==> config.mk <==
export PLATFORM = sky130hd
export DESIGN_NAME = sprite_draw
export DESIGN_NICKNAME = d
export VERILOG_FILES = /design/src/rtl/vga_pkg.sv /design/src/rtl/sprite_draw_pos_latch.sv /design/src/rtl/sprite_draw.sv
export SDC_FILE = /design/constraint.sdc
export NUM_CORES = 1
export LEC_CHECK = 0
export ABC_AREA = 1
export CAP_MARGIN = 20
export CORE_MARGIN = 10
export CORE_UTILIZATION = 47
export DETAILED_ROUTE_END_ITERATION = 16
export MAX_ROUTING_LAYER = met4
export PLACE_DENSITY_LB_ADDON = 0.05
export SYNTH_ARGS = -nofsm -noshare
export SYNTH_HDL_FRONTEND = slang
export SYNTH_SLANG_ARGS = --single-unit
==> constraint.sdc <==
create_clock -name clk -period 2.5 [get_ports clk]
set_clock_uncertainty 0.1 [all_clocks]
set_input_delay 0.625 -clock clk [delete_from_list [all_inputs] [get_ports clk]]
set_output_delay 0.625 -clock clk [all_outputs]
set_load 0.005 [all_outputs]
==> src/rtl/vga_pkg.sv <==
// Shared VGA pipeline definitions: timing bundle, screen size and default colour key.
package vga_pkg;

    localparam int unsigned HOR_PIXELS  = 800;
    localparam int unsigned VER_PIXELS  = 600;
    localparam logic [11:0] KEY_RGB_DEF = 12'hF0F;

    typedef struct packed {
        logic [10:0] hcount;
        logic        hsync;
        logic        hblnk;
        logic [10:0] vcount;
        logic        vsync;
        logic        vblnk;
    } vga_tim_t;

endpackage

==> src/rtl/sprite_draw_pos_latch.sv <==
// Sprite position holding: pending/active registers, updated only on the rising edge of vblnk.
module sprite_pos_latch #(
    parameter int unsigned X_RST = 0,
    parameter int unsigned Y_RST = 0
) (
    input  logic        clk,
    input  logic        rst_n,
    input  logic        vblnk,
    input  logic        pos_valid,
    input  logic [10:0] xpos,
    input  logic [10:0] ypos,
    output logic [10:0] x_act,
    output logic [10:0] y_act
);

    logic [10:0] x_pend;
    logic [10:0] y_pend;
    logic        pending;
    logic        vblnk_prev;
    logic        vblnk_rise;

    assign vblnk_rise = vblnk && !vblnk_prev;

    always_ff @(posedge clk or negedge rst_n) begin
        if (!rst_n) begin
            x_pend     <= '0;
            y_pend     <= '0;
            pending    <= 1'b0;
            vblnk_prev <= 1'b0;
            x_act      <= 11'(X_RST);
            y_act      <= 11'(Y_RST);
        end else begin
            vblnk_prev <= vblnk;
            if (vblnk_rise) begin
                // A strobe on the edge itself bypasses the pending stage.
                pending <= 1'b0;
                if (pos_valid) begin
                    x_act <= xpos;
                    y_act <= ypos;
                end else if (pending) begin
                    x_act <= x_pend;
                    y_act <= y_pend;
                end
            end else if (pos_valid) begin
                x_pend  <= xpos;
                y_pend  <= ypos;
                pending <= 1'b1;
            end
        end
    end

endmodule

==> src/rtl/sprite_draw.sv <==
// Sprite overlay stage: ROM address generation, 3-cycle timing delay, colour-key compositing.
module sprite_draw
    import vga_pkg::*;
#(
    parameter int unsigned SPR_W   = 48,
    parameter int unsigned SPR_H   = 64,
    parameter int unsigned AX_BITS = 6,
    parameter int unsigned AY_BITS = 6,
    parameter logic [11:0] KEY_RGB = KEY_RGB_DEF,
    parameter int unsigned X_RST   = 0,
    parameter int unsigned Y_RST   = 0
) (
    input  logic                       clk,
    input  logic                       rst_n,
    input  logic [10:0]                hcount_in,
    input  logic                       hsync_in,
    input  logic                       hblnk_in,
    input  logic [10:0]                vcount_in,
    input  logic                       vsync_in,
    input  logic                       vblnk_in,
    input  logic [11:0]                rgb_in,
    input  logic [10:0]                xpos,
    input  logic [10:0]                ypos,
    input  logic                       pos_valid,
    input  logic                       enable,
    output logic [AY_BITS+AX_BITS-1:0] rom_addr,
    input  logic [11:0]                rom_rgb,
    output logic [10:0]                hcount_out,
    output logic                       hsync_out,
    output logic                       hblnk_out,
    output logic [10:0]                vcount_out,
    output logic                       vsync_out,
    output logic                       vblnk_out,
    output logic [11:0]                rgb_out
);

    logic [10:0] x_act;
    logic [10:0] y_act;

    sprite_pos_latch #(
        .X_RST(X_RST),
        .Y_RST(Y_RST)
    ) u_pos (
        .clk      (clk),
        .rst_n    (rst_n),
        .vblnk    (vblnk_in),
        .pos_valid(pos_valid),
        .xpos     (xpos),
        .ypos     (ypos),
        .x_act    (x_act),
        .y_act    (y_act)
    );

    vga_tim_t           tim_in, tim1, tim2, tim3;
    logic [11:0]        rgb1, rgb2;
    logic               in1, in2;
    logic [11:0]        x_lo, x_hi, y_lo, y_hi;
    logic               inside_c;
    logic [AX_BITS-1:0] dx;
    logic [AY_BITS-1:0] dy;

    // 12-bit bounds keep x_act+SPR_W from wrapping, so edge sprites clip instead.
    always_comb begin
        tim_in = '{hcount: hcount_in, hsync: hsync_in, hblnk: hblnk_in,
                   vcount: vcount_in, vsync: vsync_in, vblnk: vblnk_in};
        x_lo     = {1'b0, x_act};
        x_hi     = x_lo + 12'(SPR_W);
        y_lo     = {1'b0, y_act};
        y_hi     = y_lo + 12'(SPR_H);
        inside_c = enable
                && ({1'b0, hcount_in} >= x_lo) && ({1'b0, hcount_in} < x_hi)
                && ({1'b0, vcount_in} >= y_lo) && ({1'b0, vcount_in} < y_hi);
        dx       = AX_BITS'(hcount_in - x_act);
        dy       = AY_BITS'(vcount_in - y_act);
    end

    always_ff @(posedge clk or negedge rst_n) begin
        if (!rst_n) begin
            tim1     <= '0;
            rgb1     <= '0;
            in1      <= 1'b0;
            rom_addr <= '0;
            tim2     <= '0;
            rgb2     <= '0;
            in2      <= 1'b0;
            tim3     <= '0;
            rgb_out  <= '0;
        end else begin
            tim1     <= tim_in;
            rgb1     <= rgb_in;
            in1      <= inside_c;
            rom_addr <= inside_c ? {dy, dx} : '0;

            tim2     <= tim1;
            rgb2     <= rgb1;
            in2      <= in1;

            // rom_rgb here belongs to the pixel now held in stage 2.
            tim3     <= tim2;
            if (tim2.hblnk || tim2.vblnk)
                rgb_out <= 12'h000;
            else if (in2 && rom_rgb != KEY_RGB)
                rgb_out <= rom_rgb;
            else
                rgb_out <= rgb2;
        end
    end

    assign hcount_out = tim3.hcount;
    assign hsync_out  = tim3.hsync;
    assign hblnk_out  = tim3.hblnk;
    assign vcount_out = tim3.vcount;
    assign vsync_out  = tim3.vsync;
    assign vblnk_out  = tim3.vblnk;

endmodule
Yosys cells after proc, flatten, opt, wreduce, memory -nomap -nowiden --
Index checks and enable logic that the tools add are counted.
Storage, ports and cells: flip-flop bits (word level) 173, latch bits 0, RAM bits 0, ROM bits 0, input port bits 76, output and inout bits 50, word-level logic and storage cells 60, memories 0
Operators by class: $add $sub $neg 4, multiply operators 0, divide/modulo/power cells 0, order comparisons 4, equality and inequality tests 1, shift-type cells 0, mux-type cells 9, bitwise operators 1, reductions and logical operators 12
Operator list (count):
- 11-bit 2-to-1 mux | 4
- 12-bit 2-to-1 mux | 3
- 11-bit by 12-bit < comparator with 1-bit output | 2
- 11-bit greater-or-equal comparator | 2
- 11-bit by 6-bit adder with 12-bit output, second input constant | 1
- 11-bit by 7-bit adder with 12-bit output, second input constant | 1
- 12-bit inequality test, second input constant | 1
- 6-bit subtractor | 2
- 1-bit logical AND | 6
- 2-bit AND reduction | 2
- 2-bit nonzero test | 2
- 1-bit 2-to-1 mux | 2
- 1-bit logical NOT | 1
- 1-bit logical OR | 1
- 1-bit NOT | 1

Logic depth before layout (Yosys ltp) --
Gate-level depths: netlist of the first run.
depth in word-level cells 6, mapped depth 16, depth with buffers taken out 15

By module --
A second synthesis of the first run with hierarchy kept.
Second synthesis, totals: cell total of the unflattened synthesis 691, area, all modules 7010.5 um2
Modules (own cells, without submodules):
- sprite_draw | times used 1, cells an instance 420, area an instance 4934.7 um2, sequential area each 3203.1 um2
- sprite_pos_latch | times used 1, cells an instance 271, area an instance 2075.7 um2, sequential area each 1151.1 um2

Worst setup path before layout of the first run --
Ideal clock, no wire load.
path type reg2reg, start point register u_pos.x_act[4], end point register rom_addr[6], setup time 0.069 ns, data arrival time 2.184 ns, required time 2.331 ns, slack 0.147 ns, stages on the path, launching flop included 14, path buffers 1, period minus slack after synthesis 2.353 ns, cell sequence dfrtp_1 -> inv_1 -> ha_1 -> or2_2 -> nor3_1 -> xor2_1 -> ha_1 -> and3_1 -> nand2_1 -> a21oi_1 -> nor2_2 -> nand3_2 -> buf_6 -> nor2_2
Between the ends: word-level cells in the longest chain between the ends 6, elaborated cells between the ends (all ways) 8, classes of those cells add/sub: 1; order compare: 2; mux: 1; reduce/logical: 4
Ends and longest elaborated chain:
- start, declared | line sprite_draw_pos_latch.sv:12 | output logic [10:0] x_act,
- start signal, assigned | line sprite_draw_pos_latch.sv:30 | x_act <= 11'(X_RST);
- start signal, assigned | line sprite_draw_pos_latch.sv:38 | x_act <= xpos;
- start signal, assigned | line sprite_draw_pos_latch.sv:41 | x_act <= x_pend;
- 11-bit by 6-bit adder with 12-bit output or 11-bit greater-or-equal comparator (tied branches) | line sprite_draw.sv:67, sprite_draw.sv:71
- 11-bit by 12-bit < comparator with 1-bit output or 1-bit logical AND (tied branches) | line sprite_draw.sv:71 | && ({1'b0, hcount_in} >= x_lo) && ({1'b0, hcount_in} < x_hi)
- 1-bit logical AND (*) | line sprite_draw.sv:71
- 1-bit logical AND (*) (2 in a row) | line sprite_draw.sv:72 | && ({1'b0, vcount_in} >= y_lo) && ({1'b0, vcount_in} < y_hi);
- 12-bit 2-to-1 mux (*) | line sprite_draw.sv:92 | rom_addr <= inside_c ? {dy, dx} : '0;
- end signal, assigned | line sprite_draw.sv:92
- end, declared | line sprite_draw.sv:26 | output logic [AY_BITS+AX_BITS-1:0] rom_addr,
Every way passes the cells marked *; elsewhere a longest branch is shown, timed or not. A chain may end at the register's enable or synchronous reset.

Final worst setup path of the first run --
Ends and elaborated chain as after synthesis.

==> results summary, run 1 <==
The run finished with clean final reports. The overall routing resource usage came out at 0.1512. At the pin with the least slew margin, the transition time is 0.6834 ns.

TritonCTS built the clock tree. The die boundary height came out at 139.9 um. The boundary pin count came out at 126.

The number of global-route vias before repair came to 4653. The final period utilization is 0.9680. Grouping stages by cell kind, the critical path spends the most delay in simple AND/OR/NAND/NOR gates. The number of filler cells placed in the layout came out at 1123.

The class of the tightest hold or removal check is reg -> reg. The number of endpoints with negative hold slack in the final report is 0. Traced cell by cell, the critical path runs through inv_2, ha_4, or2_4, nor3_4, xor2_1, ha_1, and3_1, nand2_2, a21oi_2, nor2_2, nand3_2, clkbuf_16, nor2_2. The unique cell type count in the Yosys netlist is 30. The number of clock buffers added by TritonCTS is 17. The analysis attributes to net switching a power of 0.001934 W. For this run the aggregate overflow at the end of global routing stands at 0. The cell count after synthesis came out at 602.

Summing every instance area after synthesis gives 0.006755 sq mm. The post-synthesis area per instance came out at 11.22 sq um. The data arrival time of the worst path is 2.67 ns. The number of buffer cells added on primary ports is 125. For this run, the register share of the synthesized area comes to 0.6409.

The routed via count divided by cell count is 4.640. The die width came out at 139.9 um. The total placed instance area came out at 0.008412 sq mm. The first detailed-routing pass ran for 6 iterations.

The area of the multi-input gates came out at 0.002175 sq mm. The remaining design rule violation count came out at 0. The peak clock frequency supported by timing came out at 413.2 MHz. The worst path buffer plus inverter count is 2.

No sink is reached through more buffers than the 2 on the longest clock path. At the end of routability-driven placement, the weighted congestion stood at 0.9086. Setup total negative slack on the finished layout was measured at 0 ns. After clock tree synthesis, the clock-pin slew on the worst setup and hold paths is 0.06 ns. The dominant cell type by count on the critical path is sky130_fd_sc_hd__nor2_2. Setup violations remaining at the end of the flow were counted as 0. When the netlist entered floorplanning its net count stood at 716.

The share of power burned in registers came out at 0.453. Clock tree synthesis selected as its root buffer the cell sky130_fd_sc_hd__clkbuf_16. Dividing the detail-routed wire length by the instance count gives 14.81 um. The floorplan has 43 rows. The worst slew margin relative to its limit is 0.5427.

The tool flagged a number of max-cap violations equal to 0. Once layout is done, the placed cells without fillers occupy 0.009049 sq mm. The worst setup path is of the reg -> reg kind. The final critical delay including setup and external delays is 2.420 ns. The largest net degree at the start of global routing came out at 68. The initial antenna violation count came out at 0.

The number of warnings issued by yosys is 0. The slowest stage of the critical path belongs to the cell sky130_fd_sc_hd__dfrtp_1. The number of register bits inferred by synthesis is 173. The clock tree synthesis step divided the H-tree into 4 levels. The cell leakage power is 4.275 nW. STA classifies the critical path startpoint as a register.

The proportion of layout cells with a drive suffix above 1 is 0.1458. The total inserted antenna cells is 0. In the final layout, flip-flops and latches occupy 0.004329 sq mm. The detailed placer's ending HPWL is 10.86 mm. The antenna violation net count after detailed routing came out at 0. In this run the power density over the cells is 765.6 mW/mm^2. The detailed router placed 4431 vias in this run.

The total number of clock tree sinks is 173. The flop-to-flop setup slack came out at 0.08 ns. The max-slew violation total from the final report is 0. The synthesis-to-layout area growth is 33.95%. The layout net count came out at 876. The share of total power dissipated in the clock network is 0.345. The sum of routed wire length over all layers came out at 14.15 mm. The first routing iteration left 141 violations. The combinational share of power came out at 0.201. The worst setup path is captured at a register. The starting density of the core is 0.4829. Data on the critical path is required at its endpoint by 2.75 ns.

The longest individual stage delay on the worst path is 0.37 ns. The clock insertion delay at the later pin of the skew report came out at 0.42 ns. Setup repair after global routing could not meet its margin everywhere. The global-route wire length before repair came out at 23.31 mm. The core area came out at 0.01399 sq mm. The internal power summed over all cells came out at 0.004994 W. The fraction of power spent switching nets is 0.2792. The maximum fanout encountered on the critical timing path came out at 6. VDD sags by at most 480.5 uV. The full die area is 0.01957 sq mm.
-- routing by layer --
metal	global-route usage	up-vias	wire length (um)
met2	0.2361	105	6622
met1	0.1854	2071	6599
met4	0.04728	0	153
li1	-	2240	-
met3	0.04559	15	769
met5	-	-	0
-- placed cells by master (no fill, tap or decap), drive strengths merged, types with 2 or more instances in the layout --
cell type,synthesis,layout
nand3,17,17
and3,2,2
xor2,8,8
xnor2,6,6
clkinvlp,0,4
fa,2,2
a21oi,17,17
clkbuf,7,21
nand2,121,121
nand3b,8,8
dfrtp,173,173
ha,36,36
nor2,77,77
buf,9,31
nor3,5,5
inv,61,67
nand4,2,2
clkinv,0,2
a31oi,21,21
o21ai,6,6
clkdlybuf4s50,0,124
mux2,21,21
-- sequential cells by signal, summed over array words and instances (netlist names), 11 cells and up --
| register | cells |
|---|---|
| hcount_out | 11 |
| rgb1 | 12 |
| rgb2 | 12 |
| rgb_out | 12 |
| rom_addr | 12 |
| tim1 | 25 |
| tim2 | 26 |
| u_pos.x_act | 11 |
| u_pos.x_pend | 11 |
| u_pos.y_act | 11 |
| u_pos.y_pend | 11 |
| vcount_out | 11 |
-- cell type report --
cell class                      count  area share
Clock buffer                       20     0.04826
Clock inverter                     12     0.01148
Inverter                           61     0.02530
Multi-Input combinational cell    352      0.2403
Sequential cell                   173      0.4784
Tap cell                          180     0.02489
Timing Repair Buffer              157      0.1713
-- worst reg2reg max path: stages, from the launching register on --
cell	delay, ns
sky130_fd_sc_hd__dfrtp_1	0.37
sky130_fd_sc_hd__inv_2	0.07
sky130_fd_sc_hd__ha_4	0.16
sky130_fd_sc_hd__or2_4	0.25
sky130_fd_sc_hd__nor3_4	0.19
sky130_fd_sc_hd__xor2_1	0.17
sky130_fd_sc_hd__ha_1	0.26
sky130_fd_sc_hd__and3_1	0.16
sky130_fd_sc_hd__nand2_2	0.08
sky130_fd_sc_hd__a21oi_2	0.04
sky130_fd_sc_hd__nor2_2	0.12
sky130_fd_sc_hd__nand3_2	0.13
sky130_fd_sc_hd__clkbuf_16	0.20
sky130_fd_sc_hd__nor2_2	0.07
-- power by group through the flow --
stage	registers (W)	logic, W	clock network (W)
final	0.00314	0.00139	0.00239
after global routing	0.00317	0.00158	0.00258
after CTS	0.00314	0.00136	0.00246
after detailed placement	0.00319	0.00135	0
after global placement	0.00318	0.00132	0
after floorplan	0.00316	0.000780	0
-- worst paths after layout --
path | from | to | cells after the start
worst min-delay path | tim1[13] | tim2[13] | 0
min in group asynchronous | rst_n | tim1[14] | 2
worst min register to register | tim1[13] | tim2[13] | 0
max in group asynchronous | rst_n | u_pos.y_act[1] | 3
worst max register to register | u_pos.x_act[4] | rom_addr[6] | 13
worst max-delay path | u_pos.x_act[4] | rom_addr[6] | 13
-- Yosys cell counts --
library cell               count  share of area
sky130_fd_sc_hd__dfrtp_1     173           0.64
sky130_fd_sc_hd__nand2_1     118          0.066
sky130_fd_sc_hd__nor2_1       65          0.036
sky130_fd_sc_hd__inv_1        58          0.032
sky130_fd_sc_hd__ha_1         36          0.067
sky130_fd_sc_hd__a31oi_1      21          0.019
sky130_fd_sc_hd__mux2_2       21          0.035
sky130_fd_sc_hd__a21oi_1      16          0.012
sky130_fd_sc_hd__nand3_1      14          0.010
sky130_fd_sc_hd__nor2_2       10         0.0093
sky130_fd_sc_hd__nand3b_1      8         0.0089
sky130_fd_sc_hd__xor2_1        8          0.010
sky130_fd_sc_hd__buf_2         7         0.0052
sky130_fd_sc_hd__clkbuf_1      7         0.0039
sky130_fd_sc_hd__o21ai_0       6         0.0044
sky130_fd_sc_hd__xnor2_1       6         0.0078
sky130_fd_sc_hd__nor3_1        5         0.0037
sky130_fd_sc_hd__inv_2         3         0.0017
sky130_fd_sc_hd__nand2_2       3         0.0028
sky130_fd_sc_hd__nand3_2       3         0.0044
sky130_fd_sc_hd__and3_1        2         0.0019
sky130_fd_sc_hd__fa_1          2         0.0059
sky130_fd_sc_hd__nand4_1       2         0.0019
sky130_fd_sc_hd__nor2_4        2         0.0033
sky130_fd_sc_hd__a21oi_2       1         0.0013
sky130_fd_sc_hd__buf_1         1        0.00056
sky130_fd_sc_hd__buf_6         1         0.0017
sky130_fd_sc_hd__nor4_1        1        0.00093
sky130_fd_sc_hd__o211ai_1      1         0.0011
sky130_fd_sc_hd__or2_2         1        0.00093
-- repair_timing --
action / 4_1_cts / 5_1_grt
setup buffers: 0 / 1
hold buffers: 1 / 0
gates cloned: 0 / 1
pin swaps: 0 / 7
hold endpoints to repair: 26 / 0
resized for setup: 1 / 13
endpoints found under the setup margin: 12 / 13
-- logic make-up after synthesis --
family	count (synthesis)	synth area share
AOI/OAI and AO/OA	45	0.03816
xor gates and xnor gates	14	0.01815
adders and majority gates	38	0.07261
buffers and inverters	77	0.04519
DFF	173	0.6409
muxes	21	0.03501
and+or+nand+nor	234	0.1500
-- through the flow --
stage               hold slack (ns)  power [W]    util  cells  worst slack [ns]
finish                       0.2444   0.006928  0.6469    955           0.07993
global route                 0.2498   0.007334  0.6469    955          -0.03716
CTS                          0.2468   0.006962  0.6411    953           0.01784
detailed placement           0.2347   0.004544  0.6013    920           -0.1926
global placement             0.2319   0.004501  0.6013    920           -0.1041
floorplan                    0.2294   0.003942       -    602            0.1468
Note: power is estimated with default switching activity, not from simulation.
==> run 2, diff against run 1 <==
--- a/config.mk
+++ b/config.mk
@@ -5,11 +5,12 @@
 export SDC_FILE = /design/constraint.sdc
 export NUM_CORES = 1
 export LEC_CHECK = 0
-export ABC_AREA = 1
 export CAP_MARGIN = 20
+export CORE_ASPECT_RATIO = 1.75
 export CORE_MARGIN = 10
-export CORE_UTILIZATION = 47
+export CORE_UTILIZATION = 56
 export DETAILED_ROUTE_END_ITERATION = 16
+export DONT_BUFFER_PORTS = 1
 export MAX_ROUTING_LAYER = met4
 export PLACE_DENSITY_LB_ADDON = 0.05
 export SYNTH_ARGS = -nofsm -noshare
==> results summary, run 2 <==
The flip-flop count of the largest register, all copies and words added came out at 26. The number of register bits inferred by synthesis came out at 173. The share of the core filled with cells came out at 0.6417. Counting flops with a built-in enable in the synthesized netlist gives 0. The fraction of power spent switching nets is 0.2645. The maximum fanout encountered on the critical timing path is 6. The number of nets produced by synthesis is 597. The number of endpoints with negative hold slack in the final report is 173. The full die area came out at 0.01661 sq mm. The commonest cells after synthesis are sky130_fd_sc_hd__dfrtp_1, sky130_fd_sc_hd__nor2_1, sky130_fd_sc_hd__a21oi_1. The net switching power figure is 0.001776 W.

The cell count after synthesis is 483. The most frequently used flop master after synthesis is sky130_fd_sc_hd__dfrtp_1. The number of buffers added by the clock tree synthesis step came out at 17.

The die is 101.8 um wide. The die boundary height is 163.2 um. VDD sags by at most 494.7 uV. The fraction of registers with async set/reset is 1.000. The flow ran to the end, but the final reports show violations. The post-synthesis area per instance is 13.58 sq um. The initial antenna violation count is 1.

The synthesized-area fraction occupied by adder cells came out at 0.07478. On the final layout, the worst hold slack is -0.2048 ns. The total overflow left after global routing is 0. The checks that failed: hold timing. The number of optimization iterations in the first detailed-route pass came out at 4.

The setup check on the worst reg-to-reg path leaves a slack of 0.16 ns. Setup violations remaining at the end of the flow were counted as 0. Max-cap violations in this run came to 0. The final routed wire length divided by cell count is 18.41 um.

The portion of the post-synthesis area used by sequential elements came out at 0.6601. The path depth of the worst reg2reg path is 10. The relative contribution of the clock network to total power is 0.380. By area the synthesized netlist is led by sky130_fd_sc_hd__dfrtp_1, sky130_fd_sc_hd__ha_1, sky130_fd_sc_hd__mux2i_1. The worst setup path is launched from a register. The data required time at the worst endpoint is 2.75 ns.

In the routed design, unresolved DRC markers number 0. The total placed instance area is 0.006771 sq mm. The largest net degree at the start of global routing is 174. Detailed placement finished with a half-perimeter wire length of 9.051 mm. In this run the number of H-tree levels came out at 4.

The class of the tightest hold or removal check is in -> async. The via count came out at 3507. The max-slew violation total from the final report came out at 0.

The area of the multi-input gates is 0.002083 sq mm. The first global-routing pass estimated 19.02 mm of wire. The unique cell type count in the Yosys netlist came out at 40.

The data arrival time of the worst path is 2.59 ns. The maximum buffer depth of the clock tree is 2. The first routing iteration left 108 violations.

The number of buffer cells added on primary ports came out at 0. The synthesized design spends more area on one cell type than any other, namely sky130_fd_sc_hd__dfrtp_1. Of the post-synthesis cell area, the part taken by muxes is 0.08508. At the end of routability-driven placement, the weighted congestion stood at 0.8673. Walking the worst path, the cells encountered are inv_2, ha_1, ha_1, a21o_1, a211oi_2, o31ai_1, a32oi_1, nand4_2, buf_6, nor2_2. The proportion of layout cells with a drive suffix above 1 came out at 0.1705. The post-synthesis xor/xnor area fraction is 0.02003. The final instance area is 0.007390 sq mm. The total power per unit cell area is 908.5 mW/mm^2. The share of the synthesized area in compound gates (AO/OA/AOI/OAI) is 0.06715. Headroom to the max-slew limit came out at 0.7262. The worst path in the final design needs a cycle of 2.343 ns, including I/O delays and setup. After synthesis, the largest family of logic cells by area is multiplexers. tim2 holds more flip-flops than any other register. The cell leakage power is 3.540 nW. The overall routing resource usage came out at 0.1546. Counting stages on the worst path, the most repeated cell is sky130_fd_sc_hd__ha_1. The largest registers in the layout are tim2 (26), tim1 (25). The share of power burned in registers is 0.470. The combinational share of power came out at 0.150. The internal power of the cells totals 0.004938 W. The peak clock frequency supported by timing came out at 426.8 MHz.

The antenna violation net count after detailed routing is 0. The number of global-route vias before repair is 3768. Of the total synthesized cell area, the portion taken by AND, OR, NAND and NOR gates is 0.06696. On the critical path, the stage with the largest delay is an instance of sky130_fd_sc_hd__dfrtp_1.

The total number of placement rows is 52. The clock reaches the later pin of the worst-skew pair after 0.42 ns. The kind of critical path is reg -> reg. The number of filler cells placed in the layout is 874. By instance count, the leading cell after synthesis is sky130_fd_sc_hd__dfrtp_1. The clock tree from TritonCTS is yes.

The synthesized area is 0.006559 sq mm. Setup repair after global routing left no endpoint under its margin. The beginning of the worst register-to-register path is u_pos.x_act[5]. The net count of the finished layout is 617. Leaving out fill and tap cells, the most frequent cell in the layout is sky130_fd_sc_hd__dfrtp_1. The number of warnings issued by yosys came out at 0. Relative to the synthesized area, the layout overhead comes to 12.67%. STA classifies the critical path endpoint as a register. The final layout contains routed wiring with a total length of 12.01 mm. The final period utilization came out at 0.9371. The area taken by flip-flops and latches is 0.004329 sq mm. The total number of clock tree sinks is 173. The core region is 0.01152 sq mm. The portion of synthesized cell area occupied by the leading cell type came out at 0.6601.

The clock-pin slew on the worst setup and hold paths is 0.07 ns. The routed via count divided by cell count came out at 5.379. Counting both buffers and inverters, the worst setup path holds a total of 2.

The library cells used most frequently in the layout, excluding fill and tap cells, are sky130_fd_sc_hd__dfrtp_1, sky130_fd_sc_hd__nor2_1, sky130_fd_sc_hd__a21oi_1. The worst flop-to-flop path endpoint is rom_addr[10]. The tree is rooted in a sky130_fd_sc_hd__clkbuf_16.

The worst-margin pin slew came out at 0.4083 ns. For this configuration, the core starts out at a cell density of 0.5695. The boundary pin count came out at 126.

Grouping stages by cell kind, the critical path spends the most delay in compound AO/OA/AOI/OAI gates. On the worst path, the slowest cell contributes a delay of 0.39 ns.
==> run 2: cell count changes after synthesis, sizes merged, moves of 7 or more <==
| cell | before | now |
|---|---|---|
| nand3b | 8 | 0 |
| inv | 61 | 29 |
| a21o | 0 | 7 |
| a21oi | 17 | 39 |
| mux2i | 0 | 31 |
| nand2 | 121 | 14 |
| a31oi | 21 | 0 |
| nor2 | 77 | 53 |
| nand3 | 17 | 5 |
==> run 2: cell families (layout without fill, tap and decap cells) <==
family,Yosys count,after routing
multiplexers,53,53
buffers and inverters,41,74
AO/OA/AOI/OAI,71,71
other,0,1
AND/OR/NAND/NOR,92,92
XOR/XNOR,15,15
flip-flops,173,173
adder cells (fa/ha/maj),38,38
==> run 2: power by group through the flow <==
stage | clock network, W | registers (W) | logic, W
after floorplan | 0 | 0.00317 | 0.000769
after global placement | 0 | 0.00321 | 0.000948
after detailed placement | 0 | 0.00321 | 0.000978
after CTS | 0.00263 | 0.00316 | 0.000989
after global routing | 0.00275 | 0.00318 | 0.00114
final | 0.00255 | 0.00315 | 0.00100
==> run 2: worst register-to-register path, stage by stage, from the launching register on <==
cell	delay [ns]
sky130_fd_sc_hd__dfrtp_1	0.39
sky130_fd_sc_hd__inv_2	0.07
sky130_fd_sc_hd__ha_1	0.28
sky130_fd_sc_hd__ha_1	0.30
sky130_fd_sc_hd__a21o_1	0.20
sky130_fd_sc_hd__a211oi_2	0.19
sky130_fd_sc_hd__o31ai_1	0.10
sky130_fd_sc_hd__a32oi_1	0.22
sky130_fd_sc_hd__nand4_2	0.16
sky130_fd_sc_hd__buf_6	0.17
sky130_fd_sc_hd__nor2_2	0.10
==> run 2: through the flow <==
stage	cells	power, W	setup TNS, ns	worst slack, ns
finish	652	0.006713	0	0.1572
global route	652	0.007069	0	0.009171
CTS	651	0.006775	0	0.02969
detailed placement	619	0.004191	-1.275	-0.1234
global placement	619	0.004153	-0.3504	-0.04322
floorplan	483	0.003940	0	0.02305
==> run 2: final cells by class <==
class / instances / share of cell area
sequential: 173 / 0.5858
multi-input combinational: 269 / 0.2819
clock buffer: 18 / 0.05943
tap: 135 / 0.02286
clock inverter: 14 / 0.02066
inverter: 29 / 0.01473
timing repair buffer: 13 / 0.01422
antenna: 1 / 0.0003386
==> run 2: repair_timing <==
item / 4_1_cts / 5_1_grt
buffers inserted: 0 / 0
setup endpoints to repair: 0 / 13
resized for setup: 0 / 7
hold endpoints to repair: 173 / 173
==> run 2: how the worst max path moves through the flow <==
stage,to,startpoint,cells after the start
floorplan,rom_addr[10],hcount_in[0],11
global placement,rom_addr[3],hcount_in[0],11
detailed placement,rom_addr[3],hcount_in[0],11
CTS,rom_addr[5],u_pos.x_act[5],10
global route,rom_addr[3],u_pos.x_act[5],10
finish,rom_addr[10],u_pos.x_act[5],10
==> run 2: routing by layer <==
layer | GRT usage | wire length (um)
met5 | - | 0
met4 | 0.06894 | 314
met3 | 0.06726 | 1101
met2 | 0.2538 | 6079
met1 | 0.1555 | 4510
==> run 3, diff against run 2 <==
--- a/config.mk
+++ b/config.mk
@@ -5,8 +5,6 @@
 export SDC_FILE = /design/constraint.sdc
 export NUM_CORES = 1
 export LEC_CHECK = 0
-export CAP_MARGIN = 20
-export CORE_ASPECT_RATIO = 1.75
 export CORE_MARGIN = 10
 export CORE_UTILIZATION = 56
 export DETAILED_ROUTE_END_ITERATION = 16
==> results summary, run 3 (same netlist as run 2, synthesis figures left out) <==
The critical path goes through inv_1, ha_4, ha_4, a21o_1, a211oi_2, o31ai_1, a32oi_1, nand4_2, buf_6, nor2_1. In the final routed layout, each cell accounts on average for 18.13 um. The cell leakage power came out at 3.546 nW. Summed over all layers, the routed wires come to 11.98 mm. STA classifies the critical path startpoint as a register. The number of levels in the clock H-tree is 4. The final critical delay including setup and external delays is 2.391 ns. The tightest hold path in the finished design has a slack of -0.1974 ns. The final RePlAce weighted congestion is 0.8431. The final period utilization is 0.9562.

The total power per unit cell area is 903.4 mW/mm^2. The worst hold path belongs to the class in -> async. The clock tree from TritonCTS is yes.

In the global route stage, overall resource usage came out at 0.1546. The worst register-to-register path has a depth of 10. After global routing, the most crowded layer is met2.

Among all stages on the critical path, the largest delay is contributed by sky130_fd_sc_hd__dfrtp_1. For this run, global-route usage on met2 was measured as 0.2229. The routed layout has 3477 vias.

The startpoint identified for the worst register-to-register timing path is u_pos.x_act[4]. The worst setup path is of the reg -> reg kind. Setup repair after global routing left no endpoint under its margin. The maximum fanout encountered on the critical timing path is 7. The data required time at the worst endpoint came out at 2.74 ns. The layout net count came out at 619. The worst-margin pin slew came out at 0.3156 ns. The cell class contributing the biggest share of worst-path delay is compound AO/OA/AOI/OAI gates. The longest individual stage delay on the worst path came out at 0.37 ns. The flop-to-flop setup slack came out at 0.11 ns. After clock tree synthesis, the clock-pin slew on the worst setup and hold paths is 0.06 ns. The library cell used as clock root buffer is sky130_fd_sc_hd__clkbuf_16. In this run the critical register-to-register path is captured at rom_addr[2]. The number of buffers added by the clock tree synthesis step is 17.

After global routing the overflow that remains totals 0. The proportion of layout cells with a drive suffix above 1 is 0.1795. The total setup violations reported at the end of the flow came out at 0.

The worst slew margin relative to its limit came out at 0.7892. The final reports fail on hold timing. 126 I/O pins were placed.

Ranked by flip-flop count, first place goes to tim2. The critical path endpoint category is a register. Relative to the synthesized area, the layout overhead comes to 13.28%. The largest net degree at the start of global routing came out at 174. The peak clock frequency supported by timing came out at 418.3 MHz. The largest registers in the layout are tim2 (26), tim1 (25). The flip-flop count of the largest register, all copies and words added is 26. Buffers placed on the I/O ports in this run total 0. The die covers 0.01644 sq mm.

The number of maximum-capacitance constraint violations is 0. The repair_antennas step left the layout with diodes totalling 0. The number of optimization iterations in the first detailed-route pass is 4. The met3 usage is 0.06162.

The remaining design rule violation count is 0. The total number of cells along the worst setup path is 10. The post-layout total power came out at 0.006712 W. The number of global-route vias before repair came out at 3535.

The core area came out at 0.01147 sq mm. Adding up every negative setup slack in the final design gives 0 ns. At the worst endpoint, the arrival time is 2.63 ns. The run finished, with violations left. The die boundary height came out at 128.2 um. The number of endpoints with negative hold slack in the final report is 173. The clock insertion delay at the later pin of the skew report is 0.42 ns. The routed via count divided by cell count came out at 5.260.

The total number of placement rows is 39. Leaving out fill and tap cells, the most frequent cells in the layout are sky130_fd_sc_hd__dfrtp_1, sky130_fd_sc_hd__nor2_1, sky130_fd_sc_hd__a21oi_1. The maximum buffer depth of the clock tree came out at 2. The initial antenna violation count is 0. The first global-routing pass estimated 18.97 mm of wire. The critical path contains buffers and inverters numbering 2 combined. The detailed placer's ending HPWL came out at 8.871 mm.

Among the stages of the critical path, the cell type that occurs most often is sky130_fd_sc_hd__ha_4. The floorplan step set the die width to 128.2 um. The total number of clock tree sinks is 173. The antenna violation net count after detailed routing is 0. Leaving out fill and tap cells, the most frequent cell in the layout is sky130_fd_sc_hd__dfrtp_1.

In this run, the number of DRC markers left after iteration 0 of detailed routing was 178. The starting density of the core came out at 0.5720. The maximum ir drop on the vdd rail came out at 614.2 uV. The max-slew violation total from the final report was 0.

For this run, global-route usage on met1 was measured as 0.1902.
==> run 3: cell types whose count changed in the layout (fill, tap and decap cells not counted), moves of 2 or more <==
cell,change
sky130_fd_sc_hd__buf_4,+2
sky130_fd_sc_hd__ha_1,-2
sky130_fd_sc_hd__inv_6,-2
sky130_fd_sc_hd__ha_4,+2
sky130_fd_sc_hd__clkinv_8,-2
sky130_fd_sc_hd__clkinv_4,+3
==> run 3: cell type report <==
cell class | count | area [sq um]
sequential | 173 | 4330
fill | 886 | 4038
multi-input combinational | 269 | 2110
clock buffer | 19 | 452.9
tap | 143 | 178.9
clock inverter | 13 | 128.9
timing repair buffer | 15 | 120.1
inverter | 29 | 108.9
==> run 3: how the worst max path moves through the flow <==
stage                         startpoint           end  slack, ns
after global placement      hcount_in[0]   rom_addr[3]      -0.03
after floorplan             hcount_in[0]  rom_addr[10]       0.02
final                     u_pos.x_act[4]   rom_addr[2]       0.11
after detailed placement    hcount_in[0]   rom_addr[3]      -0.14
after CTS                 u_pos.x_act[5]   rom_addr[3]       0.02
after global routing      u_pos.x_act[0]   rom_addr[2]       0.01
==> run 3: what timing repair did <==
action	4_1_cts	5_1_grt
endpoints found under the setup margin	0	13
gates resized for setup	0	10
hold endpoints to repair	173	173
setup buffers	0	3
==> run 3: metrics by stage <==
stage / hold slack [ns] / instance area, sq um / utilization / instances / setup slack [ns]
3_3_place_gp: 0.2330 / 6774 / 0.5907 / 626 / -0.02583
2_1_floorplan: 0.2294 / 6559 / - / 483 / 0.02305
5_1_grt: -0.2279 / 7430 / 0.6479 / 661 / 0.01325
6_report: -0.1974 / 7430 / 0.6479 / 661 / 0.1094
4_1_cts: -0.2167 / 7356 / 0.6415 / 658 / 0.01637
3_5_place_dp: 0.2347 / 6774 / 0.5907 / 626 / -0.1394
==> run 3: per-layer routing <==
| layer | vias up | wire length (um) |
|---|---|---|
| met5 | - | 0 |
| li1 | 1698 | - |
| met4 | 0 | 229 |
| met2 | 105 | 5517 |
| met1 | 1654 | 5202 |
| met3 | 20 | 1031 |
==> run 3: where the power goes <==
| part | internal (W) | leakage [nW] | switching [W] |
|---|---|---|---|
| combinational | 0.000498 | 1.21 | 0.000531 |
| sequential | 0.00303 | 2.05 | 0.000133 |
| clock | 0.00144 | 0.280 | 0.00108 |
